## config.mk

```make
export PLATFORM = sky130hd
export DESIGN_NAME = cc_ben_unit
export DESIGN_NICKNAME = d
export VERILOG_FILES = /design/src/rtl/cc_ben_pkg.sv /design/src/rtl/cc_encode.sv /design/src/rtl/cc_ben_unit.sv
export SDC_FILE = /design/constraint.sdc
export NUM_CORES = 1
export LEC_CHECK = 0
export ABC_AREA = 1
export BUFFER_PORTS_ARGS = -buffer_cell sky130_fd_sc_hd__clkbuf_2
export CAP_MARGIN = 0
export CORE_MARGIN = 2
export CORE_UTILIZATION = 36
export DETAILED_ROUTE_END_ITERATION = 10
export PLACE_DENSITY_LB_ADDON = 0.05
export RECOVER_POWER = 50
export SETUP_SLACK_MARGIN = 0.4
export SLEW_MARGIN = 20
export SYNTH_ARGS = -nofsm -noshare
export SYNTH_HDL_FRONTEND = slang
export SYNTH_HIERARCHICAL = 1
export SYNTH_SLANG_ARGS = --single-unit
```

## constraint.sdc

```tcl
create_clock -name Clk -period 1.1 [get_ports Clk]
set_clock_uncertainty 0.15 [all_clocks]
set_input_delay 0 -clock Clk [delete_from_list [all_inputs] [get_ports Clk]]
set_output_delay 0 -clock Clk [all_outputs]
set_load 0.01 [all_outputs]
```

## src/rtl/cc_ben_pkg.sv

```systemverilog
// Shared NZP condition-code types and constants for the CC/BEN unit.
// Pure declarations; no logic of its own.
package cc_ben_pkg;

  typedef logic [2:0] nzp_t;

  localparam nzp_t NZP_N = 3'b100;
  localparam nzp_t NZP_Z = 3'b010;
  localparam nzp_t NZP_P = 3'b001;

  function automatic logic is_onehot3(input nzp_t v);
    return (v == NZP_N) || (v == NZP_Z) || (v == NZP_P);
  endfunction

endpackage

```

## src/rtl/cc_encode.sv

```systemverilog
// Bus value to one-hot NZP encoder; MODE=1 treats the value as unsigned.
// Combinational, zero latency, no flow control.
module cc_encode
  import cc_ben_pkg::*;
#(
  parameter int DATA_W = 16
) (
  input  logic [DATA_W-1:0] din,
  input  logic              mode,
  output nzp_t              nzp
);

  always_comb begin
    nzp = NZP_P;
    if (din == '0) begin
      nzp = NZP_Z;
    end else if (!mode && din[DATA_W-1]) begin
      nzp = NZP_N;
    end
  end

endmodule

```

## src/rtl/cc_ben_unit.sv

```systemverilog
// Multi-context NZP registers with registered BEN, staleness flag and optional
// branch statistics (BRANCH_STATS_EN). BEN latency 1 cycle; no backpressure.
module cc_ben_unit
  import cc_ben_pkg::*;
#(
  parameter int DATA_W  = 16,
  parameter int NUM_CTX = 2,
  parameter int CTX_W   = (NUM_CTX > 1) ? $clog2(NUM_CTX) : 1,
  parameter int STAT_W  = 16
) (
  input  logic              Clk,
  input  logic              Reset,
  input  logic [DATA_W-1:0] DIN,
  input  logic              MODE,
  input  logic [CTX_W-1:0]  CTX_SEL,
  input  logic              LD_CC,
  input  logic              LD_CC_PSR,
  input  logic [2:0]        PSR_CC_IN,
  input  logic [2:0]        IR_Slice,
  input  logic              LD_BEN,
  input  logic              CLR_STATS,
  output logic [2:0]        NZP_OUT,
  output logic              BEN_OUT,
  output logic              BEN_VALID,
  output logic              CC_INIT,
  output logic [STAT_W-1:0] BR_EVAL_CNT,
  output logic [STAT_W-1:0] BR_TAKEN_CNT
);

  // Array is sized to the full select range so any CTX_SEL indexes safely;
  // slots at or above NUM_CTX are never written.
  localparam int              NSLOT     = 1 << CTX_W;
  localparam logic [CTX_W:0]  NUM_CTX_L = (CTX_W + 1)'(NUM_CTX);

  nzp_t             cc_q [NSLOT];
  logic [NSLOT-1:0] init_q;
  logic [CTX_W-1:0] ben_ctx_q;

  logic sel_ok;
  logic wr_en;
  logic ben_next;
  nzp_t enc_nzp;
  nzp_t cur_cc;
  nzp_t wr_val;

  cc_encode #(
    .DATA_W(DATA_W)
  ) u_enc (
    .din  (DIN),
    .mode (MODE),
    .nzp  (enc_nzp)
  );

  assign sel_ok   = {1'b0, CTX_SEL} < NUM_CTX_L;
  assign cur_cc   = sel_ok ? cc_q[CTX_SEL] : 3'b000;
  assign wr_en    = sel_ok && (LD_CC || LD_CC_PSR);
  assign wr_val   = LD_CC_PSR ? (is_onehot3(PSR_CC_IN) ? PSR_CC_IN : NZP_Z) : enc_nzp;
  assign ben_next = |(cur_cc & IR_Slice);

  assign NZP_OUT = cur_cc;
  assign CC_INIT = sel_ok && init_q[CTX_SEL];

  always_ff @(posedge Clk) begin
    if (!Reset) begin
      for (int i = 0; i < NSLOT; i++) begin
        cc_q[i] <= NZP_Z;
      end
      init_q    <= '0;
      ben_ctx_q <= '0;
      BEN_OUT   <= 1'b0;
      BEN_VALID <= 1'b0;
    end else begin
      if (wr_en) begin
        cc_q[CTX_SEL]   <= wr_val;
        init_q[CTX_SEL] <= 1'b1;
      end
      // A same-cycle write to the evaluated context makes the new BEN stale at birth.
      if (LD_BEN) begin
        BEN_OUT   <= ben_next;
        BEN_VALID <= !wr_en;
        ben_ctx_q <= CTX_SEL;
      end else if (wr_en && (CTX_SEL == ben_ctx_q)) begin
        BEN_VALID <= 1'b0;
      end
    end
  end

`ifdef BRANCH_STATS_EN
  logic [STAT_W-1:0] eval_q;
  logic [STAT_W-1:0] taken_q;

  always_ff @(posedge Clk) begin
    if (!Reset || CLR_STATS) begin
      eval_q  <= '0;
      taken_q <= '0;
    end else if (LD_BEN) begin
      if (eval_q != '1) begin
        eval_q <= eval_q + 1'b1;
      end
      if (ben_next && (taken_q != '1)) begin
        taken_q <= taken_q + 1'b1;
      end
    end
  end

  assign BR_EVAL_CNT  = eval_q;
  assign BR_TAKEN_CNT = taken_q;
`else
  logic stats_unused;
  assign stats_unused = CLR_STATS;
  assign BR_EVAL_CNT  = '0;
  assign BR_TAKEN_CNT = '0;
`endif

endmodule

```

* Yosys cells after proc, flatten, opt, wreduce, memory -nomap -nowiden
Memories as Yosys holds them, arrays and structs flattened.
Index checks and enable logic that the tools add are counted.
** Storage, ports and cells
- Register bits :: 5
- Memory bits (writable) :: 6
- Input port bits :: 30
- Output and inout port bits :: 38
- Word-level logic and storage cells :: 42
- Memories :: 1
** Memories
- cc_q :: depth 2, bits a word 3, read ports 1, clocked after Yosys merged registers in 0, write ports 2, RTL line cc_ben_unit.sv:35 : nzp_t cc_q [NSLOT];
** Cells by class
- Order comparisons :: 2
- Equality and inequality tests :: 4
- Mux-type cells :: 17
- Bitwise operators :: 2
- Reductions and logical operators :: 12
** Operators by type and width (count)
- $logic_not 16->1 :: 1
- $mux 3 :: 5
- $mux 1 :: 11
- $reduce_or 3->1 :: 2
- $and 3x3->3 :: 1
- $eq 3x1->1 const B :: 1
- $eq 3x2->1 const B :: 1
- $eq 3x3->1 const B :: 1
- $logic_and 1x1->1 :: 3
- $logic_or 1x1->1 :: 3
- $logic_not 1->1 :: 2
- $lt 1x2->1 const B :: 1
- $or 2x2->2 :: 1
- $reduce_bool 2->1 :: 1
- $demux 1 s1 :: 1
- $eq 1x1->1 :: 1
- $ge 1x1->1 const B :: 1

* Longest topological paths before layout
- Word-level depth :: 6
- Gate-level depth with buffers :: 7
- Gate-level depth less buffers :: 7

* By module
Netlist, hierarchy kept.
** By module, submodules not included
- cc_ben_unit :: instances 1, cells each 106, area an instance 828.3 um^2, sequential area each 280.3 um^2
- cc_encode :: instances 1, cells each 18, area an instance 71.3 um^2, sequential area each 0.0 um^2

* Worst setup path after synthesis
Ideal clock, no wire load.
- Path kind :: input port to flip-flop
- From :: input port DIN[13]
- To :: memory cc_q[1][1] in the netlist's numbering (data pin)
- Setup time :: 0.259 ns
- Arrival time :: 0.641 ns
- Required time :: 0.691 ns
- Path slack :: 0.050 ns
- Stages on the path :: 7
- Buffers on the path :: 0
- Path through :: nor2_1 > nand2_1 > nor2_1 > and2_1 > or2_2 > nand3_1 > nand2_1
** RTL lines
- start, declared :: RTL line cc_ben_unit.sv:13 : input logic [DATA_W-1:0] DIN,
- end, declared :: RTL line cc_ben_unit.sv:35

* Worst setup path after layout
- From :: memory cc_q[1][1] in the netlist's numbering
- To :: output port NZP_OUT[1]
** On the way
- Longest elaborated chain between the ends :: 1
** RTL lines
- $mem_v2 2x3
- end, declared :: RTL line cc_ben_unit.sv:22 : output logic [2:0] NZP_OUT,
Every way passes these cells.

==> metrics.txt <==
via count=801; Final #Nets=203; Synth Area in XOR/XNOR=0%; First DRT Iteration DRCs=4; Bufs on Longest Clock Path=2; layout filler cell count=241; pwr/cell area=877 mW/mm2; Placeable Area=0.00243 mm2; Slew Viols, Final=0; # rows=18; Cell Area, Synth=900 um2; Ys Warns=6; Synth Register Bits=11; RSZ-0062 raised after global routing=true; first-pass GRT wire length=2.57 mm; fin crit share=107%; CP Data Required Time=0.95 ns; gr usage total=12.2%; CP Max Fanout=2; syn avg cell area=7.25 um2; die height=54.0 um; adder-cell area share of the yosys netlist=0%; Storage cell area=287 um2; layout cells sized above 1=50.0%; grt ovf=0; HPWL Detailed=1.45 mm; CTS clock-pin slew for the worst setup and hold paths=0.08 ns; number of I/O port buffers=34; WS Path Type=register to primary output; largest family of logic cells by synthesized area=buffers and inverters; largest net degree at the start of global routing=7; status=finished with violations; Power, Total=1.17 mW; Synth Instances=124; Simple-Gate Fraction of Synth Area=28.4%; Setup Viol. Count Final=3; HP Class=input pin to register; sequential area share after synthesis=31.2%; initial antenna violation count=0; Critical Path Source=cc_q[1][1]; CTS root buf=clkbuf_4; failing checks=hold timing, setup timing; per-cell routed wire length=8.86 um; clock buffer count from CTS=3; crit start category=register; routed wire length=1.79 mm; DRC violations left=0; final hold violation count=7; Tmin final=1.17 ns; Final ANT Viol Nets=0; TritonCTS clock tree=yes; area of the multi-input gates=534 um2; Arr. time, crit path=1.02 ns; # diodes=0; LEAKAGE=0.655 nW; post-synthesis mux area share=0%; Hold WS=-0.184 ns; IO Pins=68; Area growth syn-to-layout=47.8%; hold path startpoint=LD_BEN; FMAX=0.853 GHz; Clock Latency Late Sink=0.27 ns; worst r2r src=cc_q[0][2]; Worst setup EP type=primary output; final setup margin=-0.0725 ns; number of clock sinks=11; worst vdd ir=510 uV; vias in the first global route=669; vias per std cell=3.97; Final Wtd Congestion=0.682; Starting Density=37.0%; H-Tree Depth=1; drt first pass iters=3; Yosys cell types=19; die area=0.00291 mm2; die width=54.0 um; final setup TNS=-0.189 ns; Max-Cap Viols=0; Synth Area in Compound Gates=6.40%
metal layers:
metal  part of all wire (%)  vias to the layer above  global-route usage [%]
met1                     35                      340                    13.4
met5                      0                        -                       0
met4                    1.4                        0                    7.50
li1                       -                      416                       -
met3                    9.1                        2                    1.67
met2                     54                       43                    21.7
report_power, final:
part           switching (mW)  leakage, nW  internal (mW)
clock network           0.138       0.0150          0.140
logic                   0.198        0.538          0.202
registers              0.0148        0.103          0.472
total                   0.351        0.655          0.815
layout by cell type (no fill, tap or decap), drive strengths merged, types with 2 or more instances in the layout:
cell type,n
conb,32
nand2,22
a21oi,5
clkbuf,20
nand3b,2
and2,5
o21ai,5
dfxtp,5
edfxtp,6
nor3,2
buf,29
nor2,20
inv,11
nand3,4
cells by family after synthesis:
kind of cell | count (synthesis)
other cells | 1
buf+inv | 46
flops | 11
simple gates | 56
compound gates | 10
metrics by stage:
stage	util [%]	cells	instance area, um2	setup slack (ns)
final	54.7	202	1330	-0.0725
after global routing	54.7	202	1330	-0.117
after CTS	48.4	197	1180	-0.0821
after detailed placement	44.9	192	1090	-0.0664
after global placement	44.9	192	1090	-0.0435
after floorplan	-	155	1100	0.120
cells in the mapped netlist:
library cell / instances / area [um2]
buf_4: 32 / 240
a21oi_1: 3 / 15.0
or2_2: 1 / 6.26
nand3b_1: 2 / 15.0
nor2_2: 2 / 12.5
inv_4: 1 / 6.26
buf_6: 1 / 11.3
nor3_2: 2 / 20.0
edfxtp_1: 6 / 180
nand2_1: 22 / 82.6
dfxtp_1: 5 / 100
o21ai_0: 5 / 25.0
nor2_1: 18 / 67.6
and2_1: 5 / 31.3
inv_2: 3 / 11.3
nand3_1: 4 / 20.0
conb_1: 1 / 3.75
inv_1: 9 / 33.8
a21oi_2: 2 / 17.5
worst paths after layout:
check | cells past startpoint | slack (ns) | end
max | 4 | -0.07 | NZP_OUT[1]
min | 2 | -0.18 | ben_ctx_q
max reg2reg | 7 | 0 | BEN_OUT
min reg2reg | 2 | 0.30 | init_q[1]
repair_timing:
item | in CTS | in global routing
setup buffers | 1 | 5
hold endpoints to repair | 7 | 7
gates cloned | 0 | 0
resized for setup | 13 | 49
pin swaps | 14 | 21
endpoints found under the setup margin | 22 | 22
flip-flops by register name, indices dropped and copies added, names as in the netlist:
signal and count:
cc_q 6, init_q 2, BEN_OUT 1, BEN_VALID 1
ben_ctx_q 1
area by class of cell:
type	instances	area share [%]
Sequential cell	11	21.5
Inverter	13	4.33
Multi-Input combinational cell	98	40.2
Timing Repair Buffer	46	29.2
Tap cell	30	2.82
Clock buffer	4	1.98
critical path, cell delays in order (launching register included):
cell,delay (ns)
edfxtp_1,0.39
inv_2,0.07
nand2_2,0.05
and2_4,0.15
buf_6,0.11
No activity file was read; power rests on OpenSTA's default activity.
